## src/rtl/q_action_select_pkg.sv

```systemverilog
// Shared types for the Q-learning action selector: FSM states, wide compare type
// and the signed/unsigned Q comparison.
package q_action_select_pkg;

  localparam int unsigned Q_MAXW = 64;

  typedef logic [Q_MAXW-1:0] q_t;

  typedef enum logic [1:0] {
    IDLE  = 2'd0,
    READ  = 2'd1,
    DRAIN = 2'd2,
    DONE  = 2'd3
  } fsm_t;

  // Operands arrive already sign- or zero-extended to Q_MAXW by the caller.
  function automatic logic q_gt(input q_t a, input q_t b, input logic signed_mode);
    if (signed_mode) return $signed(a) > $signed(b);
    else             return a > b;
  endfunction

endpackage

```

## src/rtl/q_action_select_if.sv

```systemverilog
// Request/result and Q-table read bus of the action selector.
interface q_action_select_if #(
  parameter int unsigned NUM_STATES  = 37,
  parameter int unsigned NUM_ACTIONS = 4,
  parameter int unsigned QW          = 32
);
  localparam int unsigned SW = (NUM_STATES > 1) ? $clog2(NUM_STATES) : 1;
  localparam int unsigned AW = $clog2(NUM_ACTIONS);

  logic                   start;
  logic [SW-1:0]          state;
  logic [NUM_ACTIONS-1:0] act_mask;
  logic [7:0]             eps;
  logic                   q_rd_en;
  logic [SW-1:0]          q_rd_state;
  logic [AW-1:0]          q_rd_act;
  logic [QW-1:0]          q_rd_data;
  logic                   busy;
  logic                   done;
  logic [AW-1:0]          action;
  logic [QW-1:0]          max_q;
  logic                   explored;
  logic                   none_valid;

  modport slave (
    input  start, state, act_mask, eps, q_rd_data,
    output q_rd_en, q_rd_state, q_rd_act, busy, done, action, max_q, explored, none_valid
  );

  modport master (
    output start, state, act_mask, eps, q_rd_data,
    input  q_rd_en, q_rd_state, q_rd_act, busy, done, action, max_q, explored, none_valid
  );
endinterface

```

## src/rtl/q_action_select_lfsr16.sv

```systemverilog
// Free-running 16-bit Galois LFSR (x^16+x^14+x^13+x^11); exposes the low OUT_W bits.
module q_lfsr16 #(
  parameter logic [15:0] SEED  = 16'hACE1,
  parameter int unsigned OUT_W = 16
) (
  input  logic             clk,
  input  logic             rst_n,
  output logic [OUT_W-1:0] o_lfsr
);

  logic [15:0] r_lfsr;

  always_ff @(posedge clk or negedge rst_n) begin
    if (!rst_n) r_lfsr <= SEED;
    else        r_lfsr <= {1'b0, r_lfsr[15:1]} ^ (r_lfsr[0] ? 16'hB400 : 16'h0000);
  end

  assign o_lfsr = r_lfsr[OUT_W-1:0];

endmodule

```

## src/rtl/q_action_select.sv

```systemverilog
// Epsilon-greedy action selector: scans one Q-table row, returns the greedy
// argmax/max over legal actions, optionally substituting an exploratory action.
module q_action_select
  import q_action_select_pkg::*;
#(
  parameter int unsigned NUM_STATES  = 37,
  parameter int unsigned NUM_ACTIONS = 4,
  parameter int unsigned QW          = 32,
  parameter bit          Q_SIGNED    = 1'b0,
  parameter logic [15:0] LFSR_SEED   = 16'hACE1
) (
  input logic                 clk,
  input logic                 rst_n,
  q_action_select_if.slave    bus
);

  localparam int unsigned NA  = NUM_ACTIONS;
  localparam int unsigned SW  = (NUM_STATES > 1) ? $clog2(NUM_STATES) : 1;
  localparam int unsigned AW  = $clog2(NUM_ACTIONS);
  localparam int unsigned LW  = AW + 8;

  fsm_t            r_state, w_state_nxt;
  logic            r_rd_en, w_rd_en_nxt;
  logic            r_busy, w_busy_nxt;
  logic            r_done, w_done_nxt;
  logic [AW-1:0]   r_rd_act;
  logic [SW-1:0]   r_q_state;
  logic [NA-1:0]   r_mask;
  logic            r_explore;
  logic [AW-1:0]   r_exp_act;
  logic            r_cmp_vld;
  logic [AW-1:0]   r_cmp_idx;
  logic            r_have;
  logic [QW-1:0]   r_max;
  logic [AW-1:0]   r_arg;
  logic [AW-1:0]   r_action;
  logic [QW-1:0]   r_max_q;
  logic            r_explored;
  logic            r_none;

  logic [LW-1:0]   w_lfsr;
  logic [AW-1:0]   w_cand;
  logic            w_start_acc;
  logic            w_explore;
  logic [AW-1:0]   w_exp_act;
  logic [AW-1:0]   w_scan;
  logic            w_found;
  q_t              w_data_x;
  q_t              w_max_x;
  logic            w_legal;
  logic            w_take;
  logic [QW-1:0]   w_max_nxt;
  logic [AW-1:0]   w_arg_nxt;
  logic            w_have_nxt;

  q_lfsr16 #(.SEED(LFSR_SEED), .OUT_W(LW)) u_lfsr (
    .clk    (clk),
    .rst_n  (rst_n),
    .o_lfsr (w_lfsr)
  );

  assign w_cand      = w_lfsr[LW-1:8];
  assign w_start_acc = (r_state == IDLE) && bus.start;
  assign w_explore   = (w_lfsr[7:0] < bus.eps) && (|bus.act_mask);

  // Exploratory pick: candidate if legal, else first legal index above it (wrapping).
  always_comb begin
    w_exp_act = w_cand;
    w_found   = 1'b0;
    w_scan    = '0;
    for (int i = 0; i < int'(NA); i++) begin
      w_scan = AW'((32'(w_cand) + 32'(i)) % NA);
      if (!w_found && bus.act_mask[w_scan]) begin
        w_exp_act = w_scan;
        w_found   = 1'b1;
      end
    end
  end

  if (Q_SIGNED) begin : g_sext
    assign w_data_x = q_t'($signed(bus.q_rd_data));
    assign w_max_x  = q_t'($signed(r_max));
  end else begin : g_zext
    assign w_data_x = q_t'(bus.q_rd_data);
    assign w_max_x  = q_t'(r_max);
  end

  // Strict greater-than keeps the lowest index on ties.
  assign w_legal    = r_cmp_vld && r_mask[r_cmp_idx];
  assign w_take     = w_legal && (!r_have || q_gt(w_data_x, w_max_x, Q_SIGNED));
  assign w_max_nxt  = w_take ? bus.q_rd_data : r_max;
  assign w_arg_nxt  = w_take ? r_cmp_idx : r_arg;
  assign w_have_nxt = r_have | w_legal;

  always_ff @(posedge clk or negedge rst_n) begin
    if (!rst_n) r_state <= IDLE;
    else        r_state <= w_state_nxt;
  end

  always_comb begin
    w_state_nxt = r_state;
    w_rd_en_nxt = 1'b0;
    w_busy_nxt  = 1'b0;
    w_done_nxt  = 1'b0;
    case (r_state)
      IDLE: begin
        if (bus.start) begin
          w_state_nxt = READ;
          w_rd_en_nxt = 1'b1;
          w_busy_nxt  = 1'b1;
        end
      end
      READ: begin
        w_busy_nxt = 1'b1;
        if (r_rd_act == AW'(NA - 1)) w_state_nxt = DRAIN;
        else                         w_rd_en_nxt = 1'b1;
      end
      DRAIN: begin
        w_state_nxt = DONE;
        w_done_nxt  = 1'b1;
      end
      DONE:    w_state_nxt = IDLE;
      default: w_state_nxt = IDLE;
    endcase
  end

  always_ff @(posedge clk or negedge rst_n) begin
    if (!rst_n) begin
      r_rd_en    <= 1'b0;
      r_busy     <= 1'b0;
      r_done     <= 1'b0;
      r_rd_act   <= '0;
      r_q_state  <= '0;
      r_mask     <= '0;
      r_explore  <= 1'b0;
      r_exp_act  <= '0;
      r_cmp_vld  <= 1'b0;
      r_cmp_idx  <= '0;
      r_have     <= 1'b0;
      r_max      <= '0;
      r_arg      <= '0;
      r_action   <= '0;
      r_max_q    <= '0;
      r_explored <= 1'b0;
      r_none     <= 1'b0;
    end else begin
      r_rd_en   <= w_rd_en_nxt;
      r_busy    <= w_busy_nxt;
      r_done    <= w_done_nxt;
      r_cmp_vld <= r_rd_en;
      r_cmp_idx <= r_rd_act;
      if (w_start_acc) begin
        r_q_state <= bus.state;
        r_mask    <= bus.act_mask;
        r_explore <= w_explore;
        r_exp_act <= w_exp_act;
        r_rd_act  <= '0;
        r_have    <= 1'b0;
        r_max     <= '0;
        r_arg     <= '0;
      end else begin
        if ((r_state == READ) && (r_rd_act != AW'(NA - 1))) r_rd_act <= r_rd_act + AW'(1);
        r_have <= w_have_nxt;
        r_max  <= w_max_nxt;
        r_arg  <= w_arg_nxt;
      end
      // Results latch together with the final compare, valid while done is high.
      if (r_state == DRAIN) begin
        if (r_mask == '0) begin
          r_action   <= '0;
          r_max_q    <= '0;
          r_explored <= 1'b0;
          r_none     <= 1'b1;
        end else begin
          r_action   <= r_explore ? r_exp_act : w_arg_nxt;
          r_max_q    <= w_max_nxt;
          r_explored <= r_explore;
          r_none     <= 1'b0;
        end
      end
    end
  end

  assign bus.q_rd_en    = r_rd_en;
  assign bus.q_rd_state = r_q_state;
  assign bus.q_rd_act   = r_rd_act;
  assign bus.busy       = r_busy;
  assign bus.done       = r_done;
  assign bus.action     = r_action;
  assign bus.max_q      = r_max_q;
  assign bus.explored   = r_explored;
  assign bus.none_valid = r_none;

endmodule

```

## src/flat_wrapper.sv

```systemverilog
// flat-port wrapper written by rule: the top's interface ports become plain ports
module q_action_select_flat import q_action_select_pkg::*;
#(
  parameter int unsigned NUM_STATES  = 37,
  parameter int unsigned NUM_ACTIONS = 4,
  parameter int unsigned QW          = 32,
  parameter bit          Q_SIGNED    = 1'b0,
  parameter logic [15:0] LFSR_SEED   = 16'hACE1
)
  (clk, rst_n, bus_start, bus_state, bus_act_mask, bus_eps, bus_q_rd_data, bus_q_rd_en, bus_q_rd_state, bus_q_rd_act, bus_busy, bus_done, bus_action, bus_max_q, bus_explored, bus_none_valid);
  q_action_select_if #(.NUM_STATES(NUM_STATES), .NUM_ACTIONS(NUM_ACTIONS), .QW(QW)) bus_i ();
  input logic clk;
  input logic rst_n;
  input wire logic [$bits(bus_i.start)-1:0] bus_start;
  input wire logic [$bits(bus_i.state)-1:0] bus_state;
  input wire logic [$bits(bus_i.act_mask)-1:0] bus_act_mask;
  input wire logic [$bits(bus_i.eps)-1:0] bus_eps;
  input wire logic [$bits(bus_i.q_rd_data)-1:0] bus_q_rd_data;
  output wire logic [$bits(bus_i.q_rd_en)-1:0] bus_q_rd_en;
  output wire logic [$bits(bus_i.q_rd_state)-1:0] bus_q_rd_state;
  output wire logic [$bits(bus_i.q_rd_act)-1:0] bus_q_rd_act;
  output wire logic [$bits(bus_i.busy)-1:0] bus_busy;
  output wire logic [$bits(bus_i.done)-1:0] bus_done;
  output wire logic [$bits(bus_i.action)-1:0] bus_action;
  output wire logic [$bits(bus_i.max_q)-1:0] bus_max_q;
  output wire logic [$bits(bus_i.explored)-1:0] bus_explored;
  output wire logic [$bits(bus_i.none_valid)-1:0] bus_none_valid;
  assign bus_i.start = bus_start;
  assign bus_i.state = bus_state;
  assign bus_i.act_mask = bus_act_mask;
  assign bus_i.eps = bus_eps;
  assign bus_i.q_rd_data = bus_q_rd_data;
  assign bus_q_rd_en = bus_i.q_rd_en;
  assign bus_q_rd_state = bus_i.q_rd_state;
  assign bus_q_rd_act = bus_i.q_rd_act;
  assign bus_busy = bus_i.busy;
  assign bus_done = bus_i.done;
  assign bus_action = bus_i.action;
  assign bus_max_q = bus_i.max_q;
  assign bus_explored = bus_i.explored;
  assign bus_none_valid = bus_i.none_valid;
  q_action_select #(.NUM_STATES(NUM_STATES), .NUM_ACTIONS(NUM_ACTIONS), .QW(QW), .Q_SIGNED(Q_SIGNED), .LFSR_SEED(LFSR_SEED)) u_core (.clk(clk), .rst_n(rst_n), .bus(bus_i));
endmodule
```

## config.mk

```make
export PLATFORM = sky130hd
export DESIGN_NAME = q_action_select_flat
export DESIGN_NICKNAME = d
export VERILOG_FILES = /design/src/rtl/q_action_select_pkg.sv /design/src/rtl/q_action_select_if.sv /design/src/rtl/q_action_select_lfsr16.sv /design/src/rtl/q_action_select.sv /design/src/flat_wrapper.sv
export SDC_FILE = /design/constraint.sdc
export NUM_CORES = 1
export LEC_CHECK = 0
export CAP_MARGIN = 10
export CORE_ASPECT_RATIO = 0.8
export CORE_MARGIN = 4
export CORE_UTILIZATION = 39
export DETAILED_ROUTE_END_ITERATION = 10
export PLACE_DENSITY_LB_ADDON = 0.15
export SETUP_SLACK_MARGIN = 0.2
export SKIP_CTS_REPAIR_TIMING = 1
export SLEW_MARGIN = 40
export SYNTH_ARGS = -nofsm -noshare
export SYNTH_HDL_FRONTEND = slang
export SYNTH_HIERARCHICAL = 1
export SYNTH_SLANG_ARGS = --single-unit
```

## constraint.sdc

```tcl
create_clock -name clk -period 3.35 [get_ports clk]
set_input_delay 0.67 -clock clk [delete_from_list [all_inputs] [get_ports clk]]
set_output_delay 0.67 -clock clk [all_outputs]
set_load 0.005 [all_outputs]
```

==> impl_results.md <==
* Result of the run: completed
* Wire length of the first global-routing pass at 19100 um
* Leading area contributor after synthesis: dfrtp_1
* CTS max path bufs at 2
* Most common library cell in the layout ignoring fill and taps: dfrtp_1
* Post-route antenna net violation count at 0
* Largest family of logic cells by synthesized area: compound AO/OA/AOI/OAI gates
* Part of the power in combinational logic at 42.5%
* Dominant register cell in the synthesized netlist: dfrtp_1
* Number of enable-type register cells in the synthesized netlist at 0
* Post-Syn Nets at 559
* Relative area change from synthesis to final layout at 27.3%
* Drt drc at 0
* Core ar. at 13000 um2
* Place WS at -0.0993 ns
* Max Clock Skew at 0.00661 ns
* Pin slew with the least headroom to its limit at 0.497 ns
* Startpoint type of the worst setup path: primary input
* Fraction of the mapped netlist area in adder cells at 10.2%
* Int Power at 3.61 mW
* Power Density at 822 nW/um2
* I/O pin count at 100
* Drt pass-1 iters at 4
* Sequential fraction of the synthesis area at 52.6%
* Fin. max-slew vios at 0
* Via count at 3618
* Clk sinks at 110
* Initial antenna violation count at 0
* Worst reg2reg startpoint: u_core/r_max[9]
* Critical path start-end classification: primary input to flop
* Number of design-rule violations left by the first detailed-router iteration at 150
* Starting utilization of the core area at 40.4%
* Row count at 37
* Post-Route WL at 11500 um
* XOR/XNOR share of the synthesized area at 0.667%
* Part of the total power dissipated in sequential elements at 38.6%
* Top post-synthesis cells by area: dfrtp_1 49%, ha_1 10%, mux2i_1 6.9%
* Port Buffers at 99
* Clk_lat worst skew at 0.34 ns
* GPL Wtd Cong at 0.793
* Remaining global-route overflow at 0
* Asr flop ratio synth at 100%
* Maximum level of the CTS H-tree at 3
* Die ar. at 15400 um2
* Final worst-path cycle share at 90.8%
* Switching share of power at 34.3%
* Fmax at 329 MHz
* Y dimension of the die at 112 um
* Horiz. Die Dim at 138 um
* Static leakage at 3.27 nW
* Class of the worst hold path: primary input to asynchronous set/reset pin
* GR Util All Layers at 15.6%
* Area share of and/or/nand/nor cells after synthesis at 9.43%
* Fraction of final layout cells with drive strength greater than 1 at 8.36%
* Nets@finish at 653
* Filler cells at 1168
* Most frequent cells in the layout: 102 x dfrtp_1, 98 x clkdlybuf4s50_1, 46 x inv_1
* Fraction of the mapped netlist area in compound gates at 12.9%
* Number of diodes at 0
* Highest fanout seen on the critical path at 8
* Cell count after synthesis at 463
* Routed len/inst at 15.6 um
* R2r setup slk at 0.71 ns
* Clock transition time at the flip-flop clock pins of the worst setup and hold paths at 0.07 ns
* Count of warnings emitted by yosys at 6
* Number of cells traversed by the worst register-to-register path at 10
* Yosys top cell area share at 48.6%
* Half-perimeter wire length of the detailed placement result at 8270 um
* Clock tree root buffer cell: clkbuf_16
* Arrival time of the worst setup path at 3.26 ns
* Ratio of routed vias to standard cells at 4.91
* Clock share of power at 18.9%
* Unrepaired setup endpoints after global routing: false
* Worst setup EP type: flop
* Final min period at 3.04 ns
* VDD IR-drop max at 0.492 mV
* Number of distinct library cells after synthesis at 52
* Normalized max-slew margin at 66.8%
* Number of CTS-inserted buffers at 9
* Total negative slack at 0 ns
* Multiplexer share of the synthesized area at 7.07%
* Data required time at the worst endpoint at 3.57 ns
* Reg-to-Reg End: u_core/bus.max_q[10]
* Mean post-synth cell area at 11.3 um2
* Number of register bits inferred by synthesis at 110
* Max-capacitance violation count at 0
* Worst path setup slack after routing at 0.307 ns
* Netlist Area Pre-Place at 5250 um2
* Hold_ws at 0.259 ns
* Final Setup Violations at 0
* CTS tree: yes
* Pin count of the biggest net entering global routing at 53
* Final Hold Violating Endpoints at 0
* Via count of the first global-routing pass at 3799
* Psw at 1.88 mW
[through the flow]
step / util, % / power, mW / area (um2) / instances
after detailed placement: 49.2 / 4.51 / 6400 / 721
after CTS: 51.4 / 5.58 / 6680 / 737
after global routing: 51.4 / 5.93 / 6690 / 737
after floorplan: - / 3.47 / 5250 / 463
final: 51.4 / 5.50 / 6690 / 737
after global placement: 49.2 / 4.45 / 6400 / 721
[cell type report]
class                           instances  area, um2  share of cell area (%)
Clock inverter                          4       47.5                   0.711
Multi-Input combinational cell        279       2140                    31.9
Clock buffer                           12        236                    3.54
Tap cell                              175        219                    3.27
Timing Repair Buffer                  110       1110                    16.6
Sequential cell                       110       2760                    41.3
Inverter                               47        176                    2.64
[flip-flops by register name, summed over array words and instances, names as in the netlist]
signal	count
u_core/r_exp_act	2
u_core/r_state	2
u_core/bus.q_rd_act	2
u_core/bus.busy	1
u_core/r_mask	4
u_core/bus.q_rd_state	6
u_core/r_max	32
u_core/bus.none_valid	1
u_core/r_cmp_idx	2
u_core/r_arg	2
u_core/bus.done	1
u_core/u_lfsr/r_lfsr	16
u_core/r_cmp_vld	1
u_core/r_explore	1
u_core/bus.action	2
u_core/bus.explored	1
u_core/bus.max_q	32
u_core/r_have	1
u_core/bus.q_rd_en	1
[kinds of logic (layout without fill, tap and decap cells)]
| logic type | Yosys count | after routing |
|---|---|---|
| compound gates | 88 | 88 |
| mux | 37 | 37 |
| fa+ha+maj | 43 | 43 |
| buf+inv | 74 | 173 |
| xor+xnor | 4 | 4 |
| flops | 110 | 110 |
| simple gates | 107 | 107 |
[how the worst max path moves through the flow]
stage	from	to	slack, ns	cells past startpoint
6_report	bus_q_rd_data[9]	u_core/bus.max_q[10]	0.31	10
5_1_grt	bus_q_rd_data[1]	u_core/bus.max_q[26]	0.20	10
4_1_cts	bus_q_rd_data[19]	u_core/bus.max_q[10]	0.26	10
3_5_place_dp	bus_q_rd_data[19]	u_core/bus.max_q[10]	-0.1	10
3_3_place_gp	bus_q_rd_data[19]	u_core/bus.max_q[10]	-0.09	10
2_1_floorplan	bus_q_rd_data[9]	u_core/bus.max_q[10]	0.64	10
[synthesized netlist by cell type (all sizes together) (3+ instances only)]
library cell and n:
o2bb2ai 32, o31ai 3, a21o 6, inv 46
dfrtp 102, nand2 37, nand4 8, a21oi 17
and2 4, nor3 3, nand2b 4, mux2i 36
buf 15, xor2 3, nor2 41, clkbuf 12
ha 43, dfstp 8, o21ai 9, nor2b 3
[routing by layer]
metal	GRT usage, %	vias up	part of all wire (%)
met3	4.52	11	6.0
met4	4.15	0	1.1
met1	21.3	1749	48
met5	0	-	0
met2	24.4	70	45
li1	-	1788	-
[critical path, cell delays in order]
cell and delay, ns:
clkdlybuf4s50_1 0.44, ha_1 0.32, a21o_1 0.19, nand3_2 0.07, a21oi_2 0.05, or4_4 0.55, a41oi_4 0.30, buf_4 0.25
mux2i_1 0.30, o2bb2ai_1 0.11
[power groups by stage]
stage	combinational, mW	sequential, mW	clock, mW
detailed placement	2.37	2.14	0
finish	2.34	2.12	1.04
global placement	2.32	2.13	0
floorplan	1.38	2.09	0
global route	2.61	2.18	1.14
CTS	2.37	2.13	1.08
Note: power is estimated with default switching activity, not from simulation.
